===== src/rtl/zone_winner_stream.sv =====
// zone_winner_stream: captures a 4-zone x 3-slot set of (key_ph index, rank)
// winners and streams the non-empty ones out one per handshake, highest rank
// first, ties resolved by lowest zone then lowest slot.
//
// Each winner takes two cycles in SEL: the first registers the 12-way
// arbitration result, the second loads the chosen entry into out_*.
// Splitting it this way keeps the rank comparator chain off the output path.
module zone_winner_stream #(
  parameter int bwr  = 6,  // rank width
  parameter int bpow = 7   // key_ph index MSB; index width is bpow+1
) (
  input  logic                         clk,
  input  logic                         rst_n,
  input  logic [3:0][2:0][bpow:0]      ph_num,
  input  logic [3:0][2:0][bwr-1:0]     ph_q,
  input  logic                         in_valid,
  output logic                         in_ready,
  output logic                         out_valid,
  input  logic                         out_ready,
  output logic [1:0]                   out_zone,
  output logic [1:0]                   out_slot,
  output logic [bpow:0]                out_num,
  output logic [bwr-1:0]               out_q,
  output logic                         out_last
);

  localparam int N_ENT = 12;

  typedef enum logic [1:0] {
    IDLE = 2'd0,
    SEL  = 2'd1,
    EMIT = 2'd2
  } state_t;

  state_t state, state_nxt;

  // Captured set, flattened as index = zone*3 + slot.
  logic [bpow:0]    ent_num [N_ENT];
  logic [bwr-1:0]   ent_q   [N_ENT];
  logic [N_ENT-1:0] pending;

  // SEL sub-phase: 0 = arbitrate, 1 = load output register.
  logic sel_phase;

  // Registered arbitration result.
  logic       win_any;
  logic       win_single;
  logic [1:0] win_zone;
  logic [1:0] win_slot;
  logic [3:0] win_idx;

  // Combinational arbitration over the pending entries.
  logic           arb_any;
  logic           arb_single;
  logic [1:0]     arb_zone;
  logic [1:0]     arb_slot;
  logic [3:0]     arb_idx;
  logic [bwr-1:0] arb_q;

  // FSM control strobes.
  logic do_capture;
  logic do_arb;
  logic do_load;
  logic do_retire;

  // Pick the highest pending rank; strict '>' keeps the earliest
  // (lowest zone, then lowest slot) entry on a tie.
  // NOTE: every always_comb output gets a default first so no path can leave it unassigned and infer a latch.
  always_comb begin
    arb_any  = 1'b0;
    arb_zone = 2'd0;
    arb_slot = 2'd0;
    arb_idx  = 4'd0;
    arb_q    = '0;
    for (int z = 0; z < 4; z++) begin
      for (int s = 0; s < 3; s++) begin
        if (pending[z*3+s] && (!arb_any || (ent_q[z*3+s] > arb_q))) begin
          arb_any  = 1'b1;
          arb_zone = 2'(z);
          arb_slot = 2'(s);
          arb_idx  = 4'(z*3 + s);
          arb_q    = ent_q[z*3+s];
        end
      end
    end
    // Exactly one bit set: non-zero and clearing the lowest set bit leaves zero.
    arb_single = (pending != '0) && ((pending & (pending - 12'd1)) == '0);
  end

  // Next-state and control strobes.
  always_comb begin
    state_nxt  = state;
    do_capture = 1'b0;
    do_arb     = 1'b0;
    do_load    = 1'b0;
    do_retire  = 1'b0;
    unique case (state)
      IDLE: begin
        if (in_valid && in_ready) begin
          do_capture = 1'b1;
          state_nxt  = SEL;
        end
      end
      SEL: begin
        if (!sel_phase) begin
          do_arb = 1'b1;
        end else if (!win_any) begin
          state_nxt = IDLE;
        end else begin
          do_load   = 1'b1;
          state_nxt = EMIT;
        end
      end
      EMIT: begin
        if (out_ready) begin
          do_retire = 1'b1;
          state_nxt = out_last ? IDLE : SEL;
        end
      end
      default: state_nxt = IDLE;
    endcase
  end

  // State register, SEL sub-phase and registered in_ready.
  // NOTE: sequential blocks use non-blocking '<=' so every flop samples pre-edge values regardless of statement order.
  always_ff @(posedge clk or negedge rst_n) begin
    if (!rst_n) begin
      state     <= IDLE;
      sel_phase <= 1'b0;
      in_ready  <= 1'b0;
    end else begin
      state     <= state_nxt;
      sel_phase <= do_arb;
      in_ready  <= (state_nxt == IDLE);
    end
  end

  // Entry buffer: written only on capture.
  // NOTE: the buffer is deliberately not reset; its contents are only ever read behind a pending bit, which is reset.
  always_ff @(posedge clk) begin
    if (do_capture) begin
      for (int z = 0; z < 4; z++) begin
        for (int s = 0; s < 3; s++) begin
          ent_num[z*3+s] <= ph_num[z][s];
          ent_q[z*3+s]   <= ph_q[z][s];
        end
      end
    end
  end

  // Pending bits: loaded on capture, cleared one at a time as winners retire.
  always_ff @(posedge clk or negedge rst_n) begin
    if (!rst_n) begin
      pending <= '0;
    end else if (do_capture) begin
      for (int z = 0; z < 4; z++) begin
        for (int s = 0; s < 3; s++) begin
          pending[z*3+s] <= (ph_q[z][s] != '0);
        end
      end
    end else if (do_retire) begin
      pending[win_idx] <= 1'b0;
    end
  end

  // Arbitration result register, held through the load and EMIT phases.
  always_ff @(posedge clk or negedge rst_n) begin
    if (!rst_n) begin
      win_any    <= 1'b0;
      win_single <= 1'b0;
      win_zone   <= 2'd0;
      win_slot   <= 2'd0;
      win_idx    <= 4'd0;
    end else if (do_arb) begin
      win_any    <= arb_any;
      win_single <= arb_single;
      win_zone   <= arb_zone;
      win_slot   <= arb_slot;
      win_idx    <= arb_idx;
    end
  end

  // Output register: loaded from the chosen entry, held while stalled.
  always_ff @(posedge clk or negedge rst_n) begin
    if (!rst_n) begin
      out_valid <= 1'b0;
      out_last  <= 1'b0;
      out_zone  <= 2'd0;
      out_slot  <= 2'd0;
      out_num   <= '0;
      out_q     <= '0;
    end else if (do_load) begin
      out_valid <= 1'b1;
      out_last  <= win_single;
      out_zone  <= win_zone;
      out_slot  <= win_slot;
      out_num   <= ent_num[win_idx];
      out_q     <= ent_q[win_idx];
    end else if (do_retire) begin
      out_valid <= 1'b0;
    end
  end

endmodule


===== config.mk =====
export PLATFORM = sky130hd
export DESIGN_NAME = zone_winner_stream
export DESIGN_NICKNAME = d
export VERILOG_FILES = /design/src/rtl/zone_winner_stream.sv
export SDC_FILE = /design/constraint.sdc
export NUM_CORES = 1
export LEC_CHECK = 0
export BUFFER_PORTS_ARGS = -buffer_cell sky130_fd_sc_hd__clkbuf_2
export CORE_ASPECT_RATIO = 1.5
export CORE_MARGIN = 5
export CORE_UTILIZATION = 57
export CTS_CLUSTER_SIZE = 30
export DETAILED_ROUTE_END_ITERATION = 16
export HOLD_SLACK_MARGIN = 0.08
export PLACE_DENSITY = 0.81
export SLEW_MARGIN = 5
export SYNTH_ARGS = -nofsm -noshare
export SYNTH_HDL_FRONTEND = slang
export SYNTH_SLANG_ARGS = --single-unit

===== constraint.sdc =====
create_clock -name clk -period 22.7 [get_ports clk]
set_input_delay 1.135 -clock clk [delete_from_list [all_inputs] [get_ports clk]]
set_output_delay 1.135 -clock clk [all_outputs]
set_load 0.05 [all_outputs]

==> results.json <==
{
  "holdBufCountCts": 0,
  "cp_max_fo": 20,
  "worstPathArrival_ns": 21.06,
  "synth_flop_cell": "edfxtp_1",
  "crit_top_cell": "ha_1",
  "synth_cells": 940,
  "cts_tree": "yes",
  "antennaDiodeCount": 0,
  "synth_edf_count": 168,
  "slew_headroom_pct": 29.90,
  "syn-num-nets": 1170,
  "synth_area_leaders": "edfxtp_1, dfrtp_1, mux4_2",
  "drive_gt1_share_pct": 29.48,
  "grt_pass1_vias": 8918,
  "ys_seq_area_share_pct": 53.10,
  "pin_count": 193,
  "antenna_found_initial": 0,
  "setup_viol": 0,
  "slowest_stage": "o21ai_1",
  "rr_startpoint": "pending[0]$_DFFE_PN0P_",
  "final-hold-violation-count": 0,
  "synth_top_area_cell": "edfxtp_1",
  "drv_cap": 0,
  "dieWidth_um": 126.8,
  "period_share_pct": 91.13,
  "crit_path_end_kind": "register",
  "ctsHtreeMaxLevel": 1,
  "r2r_cells": 92,
  "final_net_count": 1358,
  "via_per_inst": 6.109,
  "synth.top_cell.area_share_pct": 43.24,
  "yosysUniqueCellTypes": 87,
  "fmax_ghz": 0.04834,
  "clockBufferDepth": 3,
  "yosysMostFrequentCell": "edfxtp_1",
  "grt-ovfl-total": 0,
  "clk_pin_slew_ns": 0.07,
  "drt_first_pass_iters": 5,
  "track_usage_pct": 25.90,
  "holdPathEnd": "out_num[5]$_DFFE_PN0P_",
  "routedWlPerCell_um": 21.80,
  "critPathKind": "reg2reg",
  "r2r_slack_ns": 2.01,
  "final_area_um2": 13520,
  "place_area_um2": 12860,
  "fin_tns_setup_ns": 0,
  "num_vias": 8596,
  "dp_hpwl_mm": 23.68,
  "hp-start": "out_num[5]$_DFFE_PN0P_",
  "grt_start_max_net_pins": 97,
  "min_path_type": "reg2reg",
  "synth_area_per_cell_um2": 12.41,
  "ant_nets": 0,
  "status": "finished clean",
  "worstMarginPinSlew_ns": 1.051,
  "num_rows": 64,
  "netlist_area_um2": 11670,
  "finalClockSkew_ns": 0.02009,
  "drt_iter0_drc": 594,
  "area_growth_pct": 15.90,
  "routed_wl_mm": 30.68,
  "coreArea_um2": 20260,
  "final_max_slew_viol_count": 0,
  "gp_congestion": 0.9748,
  "cts_resized": 0,
  "grt_setup_unrepaired": "no",
  "clk_latency_ns": 0.52,
  "critPathMaxStageDelay_ns": 0.77,
  "layout_min_cycle_time_ns": 20.69,
  "drc": 0,
  "grt_pass1_wl_mm": 47.17,
  "async_flop_share_pct": 21.50,
  "cts_buffers": 22,
  "synth_seq_cells": 214,
  "synth_common_cells": "edfxtp_1, nand2_1, nor2_1, o21ai_0, ha_1",
  "cts.sinks": 214,
  "dieArea_um2": 23490,
  "yosys_warnings": 0,
  "die_y_um": 185.2,
  "initial_core_util_pct": 57.59,
  "crit_required_ns": 23.07,
  "worstSetupStartpointType": "register",
  "numPortBuffers": 192,
  "cts_setup_buffers": 0,
  "reg2reg_to": "win_zone[1]$_DFFE_PN0P_",
  "cts-root-buf": "clkbuf_16",
  "min_path_cells": 2
}
==> registers in the layout, summed over array words and instances (netlist names) <==
signal / cells
pending: 12
out_slot: 2
ent_num: 96
out_num: 8
sel_phase: 1
in_ready: 1
out_q: 6
ent_q: 72
out_valid: 1
out_zone: 2
win_slot: 2
win_any: 1
win_idx: 4
win_single: 1
state: 2
out_last: 1
win_zone: 2
==> area by class of cell <==
type	instances	area [um2]
Timing Repair Buffer	200	1021
Inverter	54	207.7
Tap cell	264	330.3
Fill cell	1503	6736
Sequential cell	214	6198
Clock buffer	26	586.8
Multi-Input combinational cell	636	5107
Clock inverter	13	71.32
==> cells in the final DEF (no fill, tap or decap), types with 7 or more instances in the layout <==
cell       count
o31ai_1        7
a21o_1         8
o21a_1        11
and2_1         8
inv_1         49
a21oi_1       48
nor2b_1       10
nand4_1        7
o21ai_0       62
nand2b_1      11
mux2_2        17
edfxtp_1     168
dfrtp_1       44
clkbuf_16     23
clkbuf_2     192
ha_1          58
mux2i_1       23
o211ai_1      10
nand3_1       17
o21ai_1        9
or4_1         13
a31oi_1        8
buf_4          8
mux4_2        42
a211oi_1       7
nand2_1       69
nor2_1        63
nor3_1        22
==> worst max-delay path by stage <==
stage          slack (ns)                   start                      end  depth (start not counted)
3_5_place_dp         1.96  pending[0]$_DFFE_PN0P_  win_zone[1]$_DFFE_PN0P_                         93
2_1_floorplan        5.11  pending[0]$_DFFE_PN0P_  win_zone[1]$_DFFE_PN0P_                         98
4_1_cts              1.93  pending[0]$_DFFE_PN0P_  win_zone[1]$_DFFE_PN0P_                         92
6_report             2.01  pending[0]$_DFFE_PN0P_  win_zone[1]$_DFFE_PN0P_                         92
5_1_grt              0.35  pending[0]$_DFFE_PN0P_  win_zone[1]$_DFFE_PN0P_                         92
3_3_place_gp         2.29  pending[0]$_DFFE_PN0P_  win_zone[1]$_DFFE_PN0P_                         93
==> per-layer routing <==
layer	routed length, um	part of all wire, %	up-vias	track usage, %
li1	-	-	4007	-
met2	15910	52	340	46.33
met1	10770	35	4143	28.37
met5	0	0	-	0
met3	2104	6.9	106	5.741
met4	1892	6.2	0	14.38
==> worst max-delay path: cells and delay by family, from the launching register on <==
| kind | cells | cell delay (ns) |
|---|---|---|
| AOI/OAI and AO/OA | 43 | 9.92 |
| adders and majority gates | 11 | 2.90 |
| buffers and inverters | 7 | 0.71 |
| DFF | 1 | 0.57 |
| muxes | 4 | 1.66 |
| and+or+nand+nor | 27 | 4.75 |
==> cell families (layout without fill, tap and decap cells) <==
kind of cell | after synthesis | count (layout) | synth area share [%]
and+or+nand+nor | 258 | 258 | 11.09
AOI/OAI and AO/OA | 235 | 235 | 14.46
DFF | 214 | 214 | 53.10
buffers and inverters | 90 | 293 | 3.121
muxes | 83 | 83 | 11.85
adders and majority gates | 59 | 59 | 6.306
xor gates and xnor gates | 1 | 1 | 0.07508
==> through the flow <==
stage               setup WS [ns]  util [%]  cells  hold slack (ns)
CTS                         1.929     66.75   1407           0.4833
global route               0.3529     66.75   1407           0.5083
finish                      2.013     66.75   1407           0.4791
floorplan                   5.114         -    940           0.4460
detailed placement          1.955     63.50   1368           0.4693
global placement            2.290     63.50   1368           0.4624
Power is left out: the tool's default activity adds up to more than one toggle a clock period on the data nets, which glitch-free logic cannot reach.
